<file path="src/rtl/cpu_sequencer.sv">
// Multi-cycle FETCH/DECODE/EXEC/MEM/WB control sequencer for the MIPS datapath.
// Drives a single shared memory port (req held until mem_ready) and gates decoder enables into strobes.
module cpu_sequencer #(
  parameter int MEM_TIMEOUT = 16,
  parameter int CNT_W       = 32
) (
  input  logic             clk,
  input  logic             rst_n,
  input  logic             run,
  input  logic             halt,
  input  logic             dec_mem_wren,
  input  logic             dec_reg_wren,
  input  logic             dec_reg_dmux_sel,
  input  logic [2:0]       dec_pc_control,
  input  logic             mem_ready,
  output logic             mem_req,
  output logic             mem_addr_sel,
  output logic             mem_we,
  output logic             ir_we,
  output logic             reg_we,
  output logic             pc_we,
  output logic [2:0]       pc_sel,
  output logic [2:0]       state,
  output logic             fault,
  output logic [CNT_W-1:0] retired
);

  // Memory handshake: mem_req stays high until the cycle mem_ready is seen; mem_ready is ignored while mem_req is low.
  typedef enum logic [2:0] {
    S_IDLE   = 3'd0,
    S_FETCH  = 3'd1,
    S_DECODE = 3'd2,
    S_EXEC   = 3'd3,
    S_MEM    = 3'd4,
    S_WB     = 3'd5,
    S_FAULT  = 3'd7
  } state_t;

  localparam int WAIT_W     = $clog2(MEM_TIMEOUT + 2);
  localparam int WAIT_LIMIT = (MEM_TIMEOUT == 0) ? 0 : MEM_TIMEOUT - 1;

  state_t             state_q, state_d;
  logic [WAIT_W-1:0]  wait_q;
  logic [2:0]         pc_sel_q;
  logic [CNT_W-1:0]   retired_q;
  logic               instr_end;
  logic               timeout;

  // A wait cycle that would bring the counter to MEM_TIMEOUT faults; a ready in that cycle still completes.
  assign timeout = (MEM_TIMEOUT != 0) && !mem_ready && (wait_q == WAIT_W'(WAIT_LIMIT));

  always_comb begin
    state_d      = state_q;
    mem_req      = 1'b0;
    mem_addr_sel = 1'b0;
    mem_we       = 1'b0;
    ir_we        = 1'b0;
    reg_we       = 1'b0;
    pc_we        = 1'b0;
    instr_end    = 1'b0;
    case (state_q)
      S_IDLE: begin
        if (run) state_d = S_FETCH;
      end
      S_FETCH: begin
        mem_req = 1'b1;
        if (mem_ready) begin
          ir_we   = 1'b1;
          state_d = S_DECODE;
        end else if (timeout) begin
          state_d = S_FAULT;
        end
      end
      S_DECODE: state_d = S_EXEC;
      S_EXEC: begin
        if (dec_mem_wren || !dec_reg_dmux_sel) state_d = S_MEM;
        else if (dec_reg_wren)                 state_d = S_WB;
        else                                   instr_end = 1'b1;
      end
      S_MEM: begin
        mem_req      = 1'b1;
        mem_addr_sel = 1'b1;
        mem_we       = dec_mem_wren;
        if (mem_ready) begin
          if (dec_mem_wren) instr_end = 1'b1;
          else              state_d   = S_WB;
        end else if (timeout) begin
          state_d = S_FAULT;
        end
      end
      S_WB: begin
        reg_we    = 1'b1;
        instr_end = 1'b1;
      end
      S_FAULT: state_d = S_FAULT;
      default: state_d = S_IDLE;
    endcase
    // Instruction boundary: the only place halt is honoured.
    if (instr_end) begin
      pc_we   = 1'b1;
      state_d = halt ? S_IDLE : S_FETCH;
    end
  end

  always_ff @(posedge clk or negedge rst_n) begin
    if (!rst_n) begin
      state_q   <= S_IDLE;
      wait_q    <= '0;
      pc_sel_q  <= 3'd0;
      retired_q <= '0;
    end else begin
      state_q <= state_d;
      if (mem_req && !mem_ready) wait_q <= wait_q + WAIT_W'(1);
      else                       wait_q <= '0;
      if (state_q == S_EXEC) pc_sel_q <= dec_pc_control;
      if (instr_end) retired_q <= retired_q + CNT_W'(1);
    end
  end

  // In EXEC the branch decision is used before it has been latched.
  assign pc_sel  = (state_q == S_EXEC) ? dec_pc_control : pc_sel_q;
  assign state   = state_q;
  assign fault   = (state_q == S_FAULT);
  assign retired = retired_q;

endmodule

</file>
<file path="config.mk">
export PLATFORM = sky130hd
export DESIGN_NAME = cpu_sequencer
export DESIGN_NICKNAME = d
export VERILOG_FILES = /design/src/rtl/cpu_sequencer.sv
export SDC_FILE = /design/constraint.sdc
export NUM_CORES = 1
export LEC_CHECK = 0
export ABC_AREA = 1
export BUFFER_PORTS_ARGS = -buffer_cell sky130_fd_sc_hd__buf_2
export CORE_MARGIN = 10
export CORE_UTILIZATION = 30
export DETAILED_ROUTE_END_ITERATION = 7
export GPL_TIMING_DRIVEN = 0
export SLEW_MARGIN = 20
export SYNTH_ARGS = -nofsm -noshare
export SYNTH_HDL_FRONTEND = slang
export SYNTH_SLANG_ARGS = --single-unit
</file>
<file path="constraint.sdc">
create_clock -name clk -period 1.4 [get_ports clk]
set_input_delay 0.28 -clock clk [delete_from_list [all_inputs] [get_ports clk]]
set_output_delay 0.28 -clock clk [all_outputs]
set_load 0.02 [all_outputs]
</file>
======== Yosys cells after proc, flatten, opt, wreduce, memory -nomap -nowiden ========
Cells that the tools add are included.
storage, ports and cells
  flip-flop bits (word level) ............. 43
  input bits .............................. 11
  output and inout bits ................... 45
  logic and storage cells ................. 49
cells by class
  add/subtract/negate cells ............... 2
  eq/ne operators ......................... 11
  mux-type cells .......................... 24
  reductions and logical operators ........ 8
operator list
  kind                                                  count
  adder 32 x 1 -> 32 bit (second input constant)        1
  two-way mux 3 bit                                     9
  case mux 3 bit (7 select lines)                       1
  two-way mux 1 bit                                     12
  equality test 3 bit (second input constant)           3
  inequality test 4 bit (second input constant)         2
  equality test 3 x 2 -> 1 bit (second input constant)  2
  adder 5 x 1 -> 5 bit (second input constant)          1
  equality test 5 x 4 -> 1 bit (second input constant)  1
  two-way mux 5 bit                                     1
  AND reduction 4 bit                                   1
  equality test 3 x 1 -> 1 bit (second input constant)  1
  zero test 3 bit                                       1
  inequality test 3 bit (second input constant)         1
  case mux 1 bit (3 select lines)                       1
  logical AND 1 bit                                     2
  zero test 1 bit                                       2
  inequality test 2 bit (second input constant)         1
  OR reduction 2 bit                                    1
  logical OR 1 bit                                      1

======== Longest topological paths before layout ========
  word-level depth ........................ 6
  gate-level depth with buffers ........... 10
  depth with buffers taken out ............ 10

======== Worst setup path before layout ========
Ideal clock, no wire load.
  kind .................................... register to register
  start ................................... register retired_q[0] (netlist: retired[0])
  end ..................................... register retired_q[22] (netlist: retired[22])
  setup time .............................. 0.117 ns
  data arrival time ....................... 1.481 ns
  required time ........................... 1.283 ns
  setup slack ............................. -0.199 ns
  stages on the path, launching flop included .. 9
  path buffers ............................ 0
  period minus slack after synthesis ...... 1.599 ns
  path through ............................ dfrtp_1 ha_1 nand3_1 nor2_1 nand3_1 nor2_1 nand3_1 nand2_1 nand2_1
on the way
  longest elaborated chain between the ends .. 1
RTL lines
  what                    RTL line  RTL
  from (decl)             45        logic [CNT_W-1:0] retired_q;
  from (signal assigned)  116       if (instr_end) retired_q <= retired_q + CNT_W'(1);
  adder 32 x 1 -> 32 bit  116
Every way passes these cells.
A chain may end at the register's enable or synchronous reset.

======== Worst setup path after layout ========
  start ................................... register state_q[0] (netlist: state[0])
  end ..................................... output mem_req
on the way
  longest elaborated chain between the ends .. 3
  elaborated cells on any way between the ends .. 4
  classes of those cells .................. eq/ne: 2; mux: 1; reduce/logical: 1
RTL lines
  what                                                                        RTL line  RTL
  from (decl)                                                                 42        state_t state_q, state_d;
  from (signal assigned)                                                      112       state_q <= state_d;
  equality test 3 bit / equality test 3 x 1 -> 1 bit (equally long branches)  61        case (state_q)
  OR reduction 2 bit (no line) (*)                                            -
  two-way mux 1 bit (*)                                                       61
  to (decl)                                                                   16        output logic mem_req,
Every way passes the cells marked *; elsewhere a longest branch is shown, timed or not.

==> out/results.ini <==
[min_path]
hold_path.class = in -> reg
hold_depth = 3
hp-start = dec_pc_control[2]
min_to = pc_sel_q[2]

[detailed_routing]
dr.pass1.iters = 4
num_vias = 2725
drtIter0Drc = 146
postRouteAntennaNets = 0
wl_um = 7900
avgRoutedWirePerCell_um = 13.5
via_per_inst = 4.64
drc_errors = 0

[global_route]
grt_util_all_layers = 0.116
overflow = 0
grt_pass1_wl_um = 12400
antenna_found_initial = 0
grt_pass1_vias = 2561
grt_max_degree = 44

[worst_setup_path]
cp.arrival_ns = 1.37
cp-end-kind = output port
critPathRequiredTime_ns = 1.12
critical_path_class = reg -> out
cpLargestDelayFamily = flip-flops
r2r_cells = 7
r2r_end = retired[5]
path_cells = buf_4, buf_4, nand3_4, nand2_4, buf_6
critical_path.startpoint_type = flop
critPathMaxFanout = 5
path_common_cell = buf_4
ff2ff_setup_slack_ns = -0.08
slowest_stage = dfrtp_2
crit_buf_inv = 3
slowest_delay_ns = 0.46
r2r_start = state[1]

[synthesis]
synth_seq_area_share = 0.405
synth-seq-cells = 43
synth_area_leader_cell = dfrtp_1
synth_top_area_frac = 0.405
ys_types = 23
synth_area_mm2 = 0.00266
yosys-top-cells-area = dfrtp_1 40%, nand2_1 24%, nor2_1 9.0%, inv_1 4.9%, nand3_1 4.5%
syn-num-nets = 407
syn_avg_cell_area_um2 = 6.76
yosysWarnings = 0
netlist_instances = 393

[timing]
fin_ws_ns = -0.246
rsz0062_at_grt = true
skew_ns = 0.00614
slew_headroom = 0.806
period_share = 1.18
max_freq_mhz = 607
finalHoldViolCount = 0
finalSetupViolCount = 33
tightest_slew_ns = 0.290
finalMaxSlewViolations = 0
period_needed_ns = 1.65

[final_layout]
areaGrowthSynthToFinish_pct = 38.8
seq_area_mm2 = 0.00110
final_common_cell = nand2_1
multiInputGateArea_mm2 = 0.00164
n_fill_cell = 910
diodes = 0
final_cells = 587
layout_common_cells = 154 x nand2_1, 45 x nor2_1, 44 x buf_2
final_area_mm2 = 0.00369
drive_gt1_frac = 0.353
nets = 492

[power]
worst_ir_drop_vdd_v = 0.000542
p_total_uw = 5080
powerDensity_mw_per_mm2 = 1380
p_leak_uw = 0.00172

[die]
pin_count = 56
core-area_mm2 = 0.00868
fp.dieH_um = 114
initial_core_util = 0.306
num_rows = 34
die_w_um = 114
die_area_mm2 = 0.0130

[job]
maxCapViolations = 0

[outcome]
violations = negative setup slack
status = complete, but fails checks

[placed_design]
io_buffers = 55
finalWeightedCongestion = 0.873
dp_hpwl_um = 5630
dpl_cell_area_mm2 = 0.00312
dpl.cell_count = 556

[clock_network]
clock_latency_ns = 0.30
cts_buffers = 5
root_buffer = clkbuf_8
cts_num_sinks = 43
htree_levels = 2
clk_pin_slew_ns = 0.09
clockBufferDepth = 2
cts_tree = built

Yosys cell counts, drive strengths merged:
| cell | instances |
|---|---|
| dfrtp | 43 |
| buf | 6 |
| ha | 3 |
| xnor2 | 7 |
| nor2 | 67 |
| nand4 | 5 |
| inv | 36 |
| nand3 | 25 |
| xor2 | 9 |
| nand3b | 2 |
| nor3b | 1 |
| nand2 | 175 |
| nor3 | 6 |
| a21oi | 1 |
| o21ai | 7 |
registers in the layout, summed over array words and instances, names as in the netlist:
name and count:
retired 32, pc_sel_q 3, wait_q 5, state 3
logic make-up after synthesis:
logic type,synth area share
adders and majority gates,0.0141
xor gates and xnor gates,0.0612
AOI/OAI and AO/OA,0.0151
DFF,0.405
and+or+nand+nor,0.434
buffers and inverters,0.0711
how the worst max path moves through the flow:
| stage | from | endpoint | slack, ns | cells after the start |
|---|---|---|---|---|
| global placement | state[0] | pc_we | -0.19 | 6 |
| detailed placement | state[0] | pc_we | -0.19 | 6 |
| finish | state[0] | mem_req | -0.25 | 5 |
| floorplan | retired[0] | retired[22] | -0.01 | 8 |
| CTS | state[1] | pc_we | -0.24 | 6 |
| global route | state[0] | ir_we | -0.32 | 5 |
what timing repair did:
| item | 4_1_cts | 5_1_grt |
|---|---|---|
| setup endpoints to repair | 37 | 46 |
| setup buffers | 9 | 13 |
| hold buffers | 0 | 1 |
| gates resized for setup | 41 | 55 |
| endpoints found under the hold margin | 0 | 11 |
| pin swaps | 5 | 15 |
| cloned | 0 | 0 |
cell type report:
| cell class | count | area share |
|---|---|---|
| well taps | 108 | 0.0366 |
| multi-input cells | 308 | 0.445 |
| flip-flops and latches | 43 | 0.298 |
| plain buffers | 5 | 0.0173 |
| clock buffers | 8 | 0.0217 |
| inverters | 36 | 0.0366 |
| repair buffers | 79 | 0.145 |
per-layer routing:
layer	track usage	vias to the layer above	share of wire
li1	-	1376	-
met3	0.0320	12	0.057
met5	0	-	0
met1	0.141	1274	0.42
met4	0.0401	0	0.021
met2	0.193	63	0.50
report_power, final:
| part | internal (uW) | switching, uW |
|---|---|---|
| clock | 356 | 440 |
| sequential | 1440 | 221 |
| combinational | 1160 | 1470 |
metrics by stage:
step                      setup slack (ns)  setup TNS [ns]   util  hold slack (ns)
after global routing                -0.321           -6.94  0.425            0.218
after global placement              -0.190           -1.25  0.359            0.446
after floorplan                    -0.0148         -0.0261      -          -0.0156
after CTS                           -0.241           -2.89  0.392            0.179
after detailed placement            -0.187           -1.44  0.359            0.452
final                               -0.246           -3.29  0.425            0.201
tightest hold or removal path: cells and delay by family:
kind	cells	cell delay [ns]
buf+inv	1	0.08
simple gates	2	0.11
Note: power is estimated with default switching activity, not from simulation.
